<file path="src/rtl/mb_rx.sv">
// mb_rx - UCIe mainband receiver, 16-lane logphy data path.
//
// Samples the valid pin and 16 data lanes once per UI, checks the valid
// framing (1 for UIs 0-3, 0 for UIs 4-7 of each 8-UI fragment), deserializes
// four fragments into a 64-byte flit and queues finished flits in a small FIFO.
//
// Ports:
//   clk           UI-rate sampling clock
//   reset         synchronous, active-low
//   valid_pin_i   received mainband valid pin
//   dataPins_i    received data lanes; lane k of fragment f carries byte f*16+k, LSB first
//   data_o        head flit of the FIFO (64 bytes), all zero while the FIFO is empty
//   flit_valid_o  FIFO non-empty
//   flit_ready_i  consumer accepts the head flit
//   receiving_o   a flit is in progress (FSM state RECV); this is the FSM state view
//   frame_err_o   one-cycle pulse after a framing violation
//   overflow_o    one-cycle pulse after a completed flit was dropped (FIFO full)
//   err_cnt_o     saturating count of frame_err_o pulses
//   drop_cnt_o    saturating count of overflow_o pulses
//
// Handshake: the head flit transfers at a posedge where flit_valid_o and
// flit_ready_i are both high. flit_valid_o never depends on flit_ready_i, and
// data_o stays stable while flit_valid_o is high and the flit is not taken.

module mb_rx #(
  parameter int flit_buffer_size = 2,
  parameter int err_cnt_width    = 8
) (
  input  logic                     clk,
  input  logic                     reset,
  input  logic                     valid_pin_i,
  input  logic [15:0]              dataPins_i,
  output logic [63:0][7:0]         data_o,
  output logic                     flit_valid_o,
  input  logic                     flit_ready_i,
  output logic                     receiving_o,
  output logic                     frame_err_o,
  output logic                     overflow_o,
  output logic [err_cnt_width-1:0] err_cnt_o,
  output logic [err_cnt_width-1:0] drop_cnt_o
);

  localparam int PTR_W = $clog2(flit_buffer_size);
  localparam int CNT_W = PTR_W + 1;

  typedef enum logic {ST_IDLE = 1'b0, ST_RECV = 1'b1} state_e;

  state_e                   state_q, state_d;
  logic [2:0]               ui_ctr_q, ui_ctr_d;
  logic [1:0]               frag_idx_q, frag_idx_d;
  logic [63:0][7:0]         asm_q, asm_d;
  logic [63:0][7:0]         mem_q [flit_buffer_size];
  logic [PTR_W-1:0]         wr_ptr_q, wr_ptr_d, rd_ptr_q, rd_ptr_d;
  logic [CNT_W-1:0]         count_q, count_d;
  logic                     frame_err_q, frame_err_d;
  logic                     overflow_q, overflow_d;
  logic [err_cnt_width-1:0] err_cnt_q, err_cnt_d, drop_cnt_q, drop_cnt_d;

  logic       capture, push, pop, full, push_ok;
  logic [2:0] cap_ui;
  logic [1:0] cap_frag;

  // State register (plus datapath flops)
  always_ff @(posedge clk) begin
    if (!reset) begin
      state_q     <= ST_IDLE;
      ui_ctr_q    <= '0;
      frag_idx_q  <= '0;
      asm_q       <= '0;
      wr_ptr_q    <= '0;
      rd_ptr_q    <= '0;
      count_q     <= '0;
      frame_err_q <= 1'b0;
      overflow_q  <= 1'b0;
      err_cnt_q   <= '0;
      drop_cnt_q  <= '0;
    end else begin
      state_q     <= state_d;
      ui_ctr_q    <= ui_ctr_d;
      frag_idx_q  <= frag_idx_d;
      asm_q       <= asm_d;
      wr_ptr_q    <= wr_ptr_d;
      rd_ptr_q    <= rd_ptr_d;
      count_q     <= count_d;
      frame_err_q <= frame_err_d;
      overflow_q  <= overflow_d;
      err_cnt_q   <= err_cnt_d;
      drop_cnt_q  <= drop_cnt_d;
    end
  end

  // FIFO storage is not reset; the empty head reads as zero through data_o.
  always_ff @(posedge clk) begin
    if (reset && push_ok) mem_q[wr_ptr_q] <= asm_d;
  end

  // Next-state logic
  always_comb begin
    state_d     = state_q;
    ui_ctr_d    = ui_ctr_q;
    frag_idx_d  = frag_idx_q;
    capture     = 1'b0;
    push        = 1'b0;
    frame_err_d = 1'b0;
    cap_ui      = ui_ctr_q;
    cap_frag    = frag_idx_q;
    case (state_q)
      ST_IDLE: begin
        // A high valid in IDLE is UI0 of fragment 0.
        if (valid_pin_i) begin
          capture    = 1'b1;
          cap_ui     = 3'd0;
          cap_frag   = 2'd0;
          ui_ctr_d   = 3'd1;
          frag_idx_d = 2'd0;
          state_d    = ST_RECV;
        end
      end
      ST_RECV: begin
        if (valid_pin_i != (ui_ctr_q < 3'd4)) begin
          // Bad framing: drop the partial flit; this sample never starts a new one.
          frame_err_d = 1'b1;
          state_d     = ST_IDLE;
          ui_ctr_d    = 3'd0;
          frag_idx_d  = 2'd0;
        end else begin
          capture = 1'b1;
          if (ui_ctr_q == 3'd7 && frag_idx_q == 2'd3) begin
            push       = 1'b1;
            state_d    = ST_IDLE;
            ui_ctr_d   = 3'd0;
            frag_idx_d = 2'd0;
          end else begin
            ui_ctr_d = ui_ctr_q + 3'd1;
            if (ui_ctr_q == 3'd7) frag_idx_d = frag_idx_q + 2'd1;
          end
        end
      end
      default: state_d = ST_IDLE;
    endcase
  end

  // Deserializer: the pushed flit is asm_d so it already holds the UI31 sample.
  always_comb begin
    asm_d = asm_q;
    if (capture) begin
      for (int k = 0; k < 16; k++) begin
        asm_d[{cap_frag, 4'(k)}][cap_ui] = dataPins_i[k];
      end
    end
  end

  // FIFO and counters
  always_comb begin
    pop     = (count_q != '0) && flit_ready_i;
    full    = (count_q == CNT_W'(flit_buffer_size));
    // A pop in the same cycle frees the slot the push needs.
    push_ok = push && (!full || pop);
    overflow_d = push && full && !pop;
    wr_ptr_d = push_ok ? wr_ptr_q + PTR_W'(1) : wr_ptr_q;
    rd_ptr_d = pop ? rd_ptr_q + PTR_W'(1) : rd_ptr_q;
    count_d  = count_q;
    if (push_ok && !pop) count_d = count_q + CNT_W'(1);
    else if (pop && !push_ok) count_d = count_q - CNT_W'(1);
    err_cnt_d  = (frame_err_d && err_cnt_q != '1) ? err_cnt_q + 1'b1 : err_cnt_q;
    drop_cnt_d = (overflow_d && drop_cnt_q != '1) ? drop_cnt_q + 1'b1 : drop_cnt_q;
  end

  // Output logic
  always_comb begin
    receiving_o  = (state_q == ST_RECV);
    flit_valid_o = (count_q != '0);
    data_o       = flit_valid_o ? mem_q[rd_ptr_q] : '0;
    frame_err_o  = frame_err_q;
    overflow_o   = overflow_q;
    err_cnt_o    = err_cnt_q;
    drop_cnt_o   = drop_cnt_q;
  end

endmodule
</file>
<file path="config.mk">
export PLATFORM = sky130hd
export DESIGN_NAME = mb_rx
export DESIGN_NICKNAME = d
export VERILOG_FILES = /design/src/rtl/mb_rx.sv
export SDC_FILE = /design/constraint.sdc
export NUM_CORES = 2
export LEC_CHECK = 0
export BUFFER_PORTS_ARGS = -buffer_cell sky130_fd_sc_hd__buf_2
export CAP_MARGIN = 0
export CORE_UTILIZATION = 32
export CTS_BUF_LIST = sky130_fd_sc_hd__clkbuf_8 sky130_fd_sc_hd__clkbuf_16
export CTS_CLUSTER_SIZE = 28
export DETAILED_ROUTE_END_ITERATION = 10
export SLEW_MARGIN = 20
export SYNTH_ARGS = -nofsm -noshare
export SYNTH_HDL_FRONTEND = slang
export SYNTH_SLANG_ARGS = --single-unit
</file>
<file path="constraint.sdc">
create_clock -name clk -period 22.7 [get_ports clk]
set_input_delay 1.135 -clock clk [delete_from_list [all_inputs] [get_ports clk]]
set_output_delay 1.135 -clock clk [all_outputs]
set_load 0.01 [all_outputs]
</file>
==> impl_metrics.env <==
export IMPL_num_vias=35400
export IMPL_grt_pass1_vias=34800
export IMPL_hp_class="reg2reg"
export IMPL_drv_slew=0
export IMPL_worstPathMaxFanout=56
export IMPL_grt_max_degree=174
export IMPL_synthArstFlopShare_pct=0
export IMPL_numPortBuffers=551
export IMPL_synth_area_sq_um=61700
export IMPL_setup_tns_ps=0
export IMPL_cts_sinks=1565
export IMPL_synth_edf_count=1024
export IMPL_h_tree_depth=4
export IMPL_power_total_uw=5780
export IMPL_ios=552
export IMPL_synth_area_leader_cell="edfxtp_1"
export IMPL_fin_nets=4833
export IMPL_syn_inst=4322
export IMPL_rows=160
export IMPL_cpMaxStageDelayCell="dfxtp_4"
export IMPL_wl_per_cell_um=23.7
export IMPL_die_x_um=441
export IMPL_ir_drop_uv=59.5
export IMPL_cp_start_kind="flop"
export IMPL_path_delay_family="buffers and inverters"
export IMPL_viasPerCell=4.75
export IMPL_fp_coreArea_sq_um=191000
export IMPL_ys_ff_latch=1565
export IMPL_worst_pin_slew_ps=1200
export IMPL_first_pass_iters=5
export IMPL_synthFlopType="edfxtp_1"
export IMPL_synth_top_area_share_pct=49.9
export IMPL_cts_resized=0
export IMPL_post_dp_hpwl_mm=105
export IMPL_dieArea_sq_um=195000
export IMPL_syn_area_per_cell_sq_um=14.3
export IMPL_hold_viol_final=0
export IMPL_cp_end_kind="output pin"
export IMPL_start_util_pct=32.3
export IMPL_yosysSeqAreaShare_pct=67.4
export IMPL_dr_first_iter_drc_count=2106
export IMPL_rsz0062_at_grt="false"
export IMPL_cp_buffers_inverters=5
export IMPL_outcome="completed"
export IMPL_relSlewSlack_pct=19.7
export IMPL_syn_nets=4349
export IMPL_drv_cap=0
export IMPL_setup_viol=0
export IMPL_cts_tree="done"
export IMPL_fmax_mhz=147
export IMPL_clock_latency_ps=810
export IMPL_period_needed_ps=6810
export IMPL_cp_common_cell="buf_4"
export IMPL_p_leak_uw=0.0265
export IMPL_wirelength_mm=177
export IMPL_timing_hold_ws_ps=453
export IMPL_cts_setup_buffers=0
export IMPL_power_density_nw_per_um2=79.5
export IMPL_numCtsBuffers=168
export IMPL_slowest_delay_ps=1030
export IMPL_grt_overflow_total=0
export IMPL_die_y_um=441
export IMPL_drc=0
export IMPL_path_cells="buf_4, buf_4, buf_4, buf_4, mux2i_1, nor2_1, buf_2"
export IMPL_finClkSkew_ps=40.1
export IMPL_ant_nets=0
export IMPL_fin_crit_sh_pct=30.0
export IMPL_yosysWarnings=0
export IMPL_cp_required_ps=21570
export IMPL_path_clk_slew_ps=60
export IMPL_cts_buffer_depth=3
export IMPL_critical_path_class="reg2out"
export IMPL_grt_pass1_wl_mm=248
export IMPL_areaGrowthSynthToFinish_pct=17.9
export IMPL_grt_use_total_pct=17.8
export IMPL_root_buffer="clkbuf_16"
export IMPL_netlist_cell_type_count=49
export IMPL_cts_hold_buf=0
export IMPL_layout_drive_gt1_share_pct=28.8
export IMPL_place_gp_congestion=0.765
export IMPL_crit_arrival_ps=5680
export IMPL_antenna_found_initial=12
export IMPL_yosys_top_cells_area="edfxtp_1 (50%), dfxtp_1 (18%), mux2i_1 (12%)"
-- cell type report --
type                            instances  area [sq um]
Clock inverter                        121           893
Antenna cell                            1          2.50
Timing Repair Buffer                  628          3470
Tap cell                             2511          3140
Multi-Input combinational cell       2439         19100
Fill cell                           17900        118000
Sequential cell                      1565         41600
Inverter                                4          15.0
Clock buffer                          192          4560
-- cells in the final DEF (no fill, tap or decap), types with 4 or more instances in the layout --
| master | count |
|---|---|
| inv_1 | 55 |
| o31ai_1 | 4 |
| a21oi_1 | 11 |
| or3_1 | 5 |
| inv_6 | 5 |
| buf_12 | 6 |
| clkbuf_16 | 170 |
| clkbuf_8 | 22 |
| and2_1 | 306 |
| clkinv_2 | 27 |
| xor2_1 | 6 |
| nor2_1 | 533 |
| nor2b_1 | 4 |
| o211ai_4 | 13 |
| edfxtp_1 | 1024 |
| nand3_1 | 8 |
| nand2_1 | 231 |
| ha_1 | 7 |
| mux2_2 | 506 |
| nor2_4 | 6 |
| o21ai_0 | 10 |
| buf_2 | 543 |
| mux2i_1 | 722 |
| or4_1 | 4 |
| mux2_1 | 7 |
| clkinvlp_4 | 6 |
| dfxtp_1 | 540 |
| nand2_2 | 11 |
| bufinv_16 | 7 |
| clkinv_1 | 13 |
| buf_4 | 75 |
| inv_16 | 4 |
-- synth_stat cells (all sizes together) (2+ instances only) --
master / number
edfxtp: 1024
mux2i: 722
dfxtp: 541
nor2: 539
mux2: 513
and2: 306
nand2: 242
clkbuf: 204
buf: 110
o211ai: 16
a21oi: 11
o21ai: 10
nand3: 8
ha: 7
xor2: 6
nor2b: 5
or3: 5
nor3: 4
o31ai: 4
or4: 4
and3: 3
inv: 3
nand4: 3
nor4bb: 3
o221ai: 3
xnor2: 3
a22oi: 2
and4b: 2
nand2b: 2
nor3b: 2
nor4b: 2
o211a: 2
-- routing by layer --
| metal | routed length [um] | vias to the layer above | global-route usage, % |
|---|---|---|---|
| met5 | 0 | - | 0 |
| met4 | 4720 | 0 | 5.44 |
| met3 | 6550 | 227 | 2.67 |
| met2 | 92300 | 797 | 32.0 |
| met1 | 73400 | 18000 | 21.7 |
| li1 | - | 16400 | - |
-- power by group --
| part | leakage (uW) | switching (uW) | total, uW | internal [uW] |
|---|---|---|---|---|
| Sequential | 0.0118 | 2.69 | 3010 | 3000 |
| Combinational | 0.0119 | 83.1 | 100 | 17.1 |
| Clock | 0.00287 | 1150 | 2670 | 1520 |
| Total | 0.0265 | 1240 | 5780 | 4540 |
-- kinds of logic after synthesis --
| logic type | after synthesis | synth area share, % |
|---|---|---|
| adder cells (fa/ha/maj) | 7 | 0.142 |
| buffers and inverters | 318 | 2.09 |
| AO/OA/AOI/OAI | 54 | 0.744 |
| AND/OR/NAND/NOR | 1134 | 8.40 |
| flip-flops | 1565 | 67.4 |
| XOR/XNOR | 9 | 0.128 |
| multiplexers | 1235 | 21.1 |
-- state kept, by name, indices dropped and copies added (netlist names), named ones only --
signal and flops:
asm_q 512, count_q 2, drop_cnt_o 8, err_cnt_o 8
frag_idx_q 2, frame_err_o 1, mem_q 1024, overflow_o 1
rd_ptr_q 1, receiving_o 1, ui_ctr_q 3, wr_ptr_q 1
-- path summary, 6_finish.rpt --
check                                 from                       to  slack, ps  cells after the start
setup / recovery                      flop               data_o[40]      15890                      7
hold / removal       asm_q[413]$_SDFF_PN0_    asm_q[413]$_SDFF_PN0_        450                      2
setup reg to reg  ui_ctr_q[2]$_SDFFE_PN0P_  mem_q[0][219]$_DFFE_PP_      17080                      9
hold reg to reg      asm_q[413]$_SDFF_PN0_    asm_q[413]$_SDFF_PN0_        450                      2
-- worst min-delay path: stages (launching register included) --
cell and delay [ps]:
dfxtp_1 300, nand2_1 50, mux2i_1 50
-- metrics by stage --
step	area, sq um	utilization, %	worst slack, ps	cells
detailed placement	67300	35.3	15650	7146
CTS	72700	38.1	15620	7459
global placement	67200	35.2	15660	7146
global route	72700	38.1	15480	7460
finish	72700	38.1	15890	7461
floorplan	61700	-	6550	4322
Note: power is estimated with default switching activity, not from simulation.
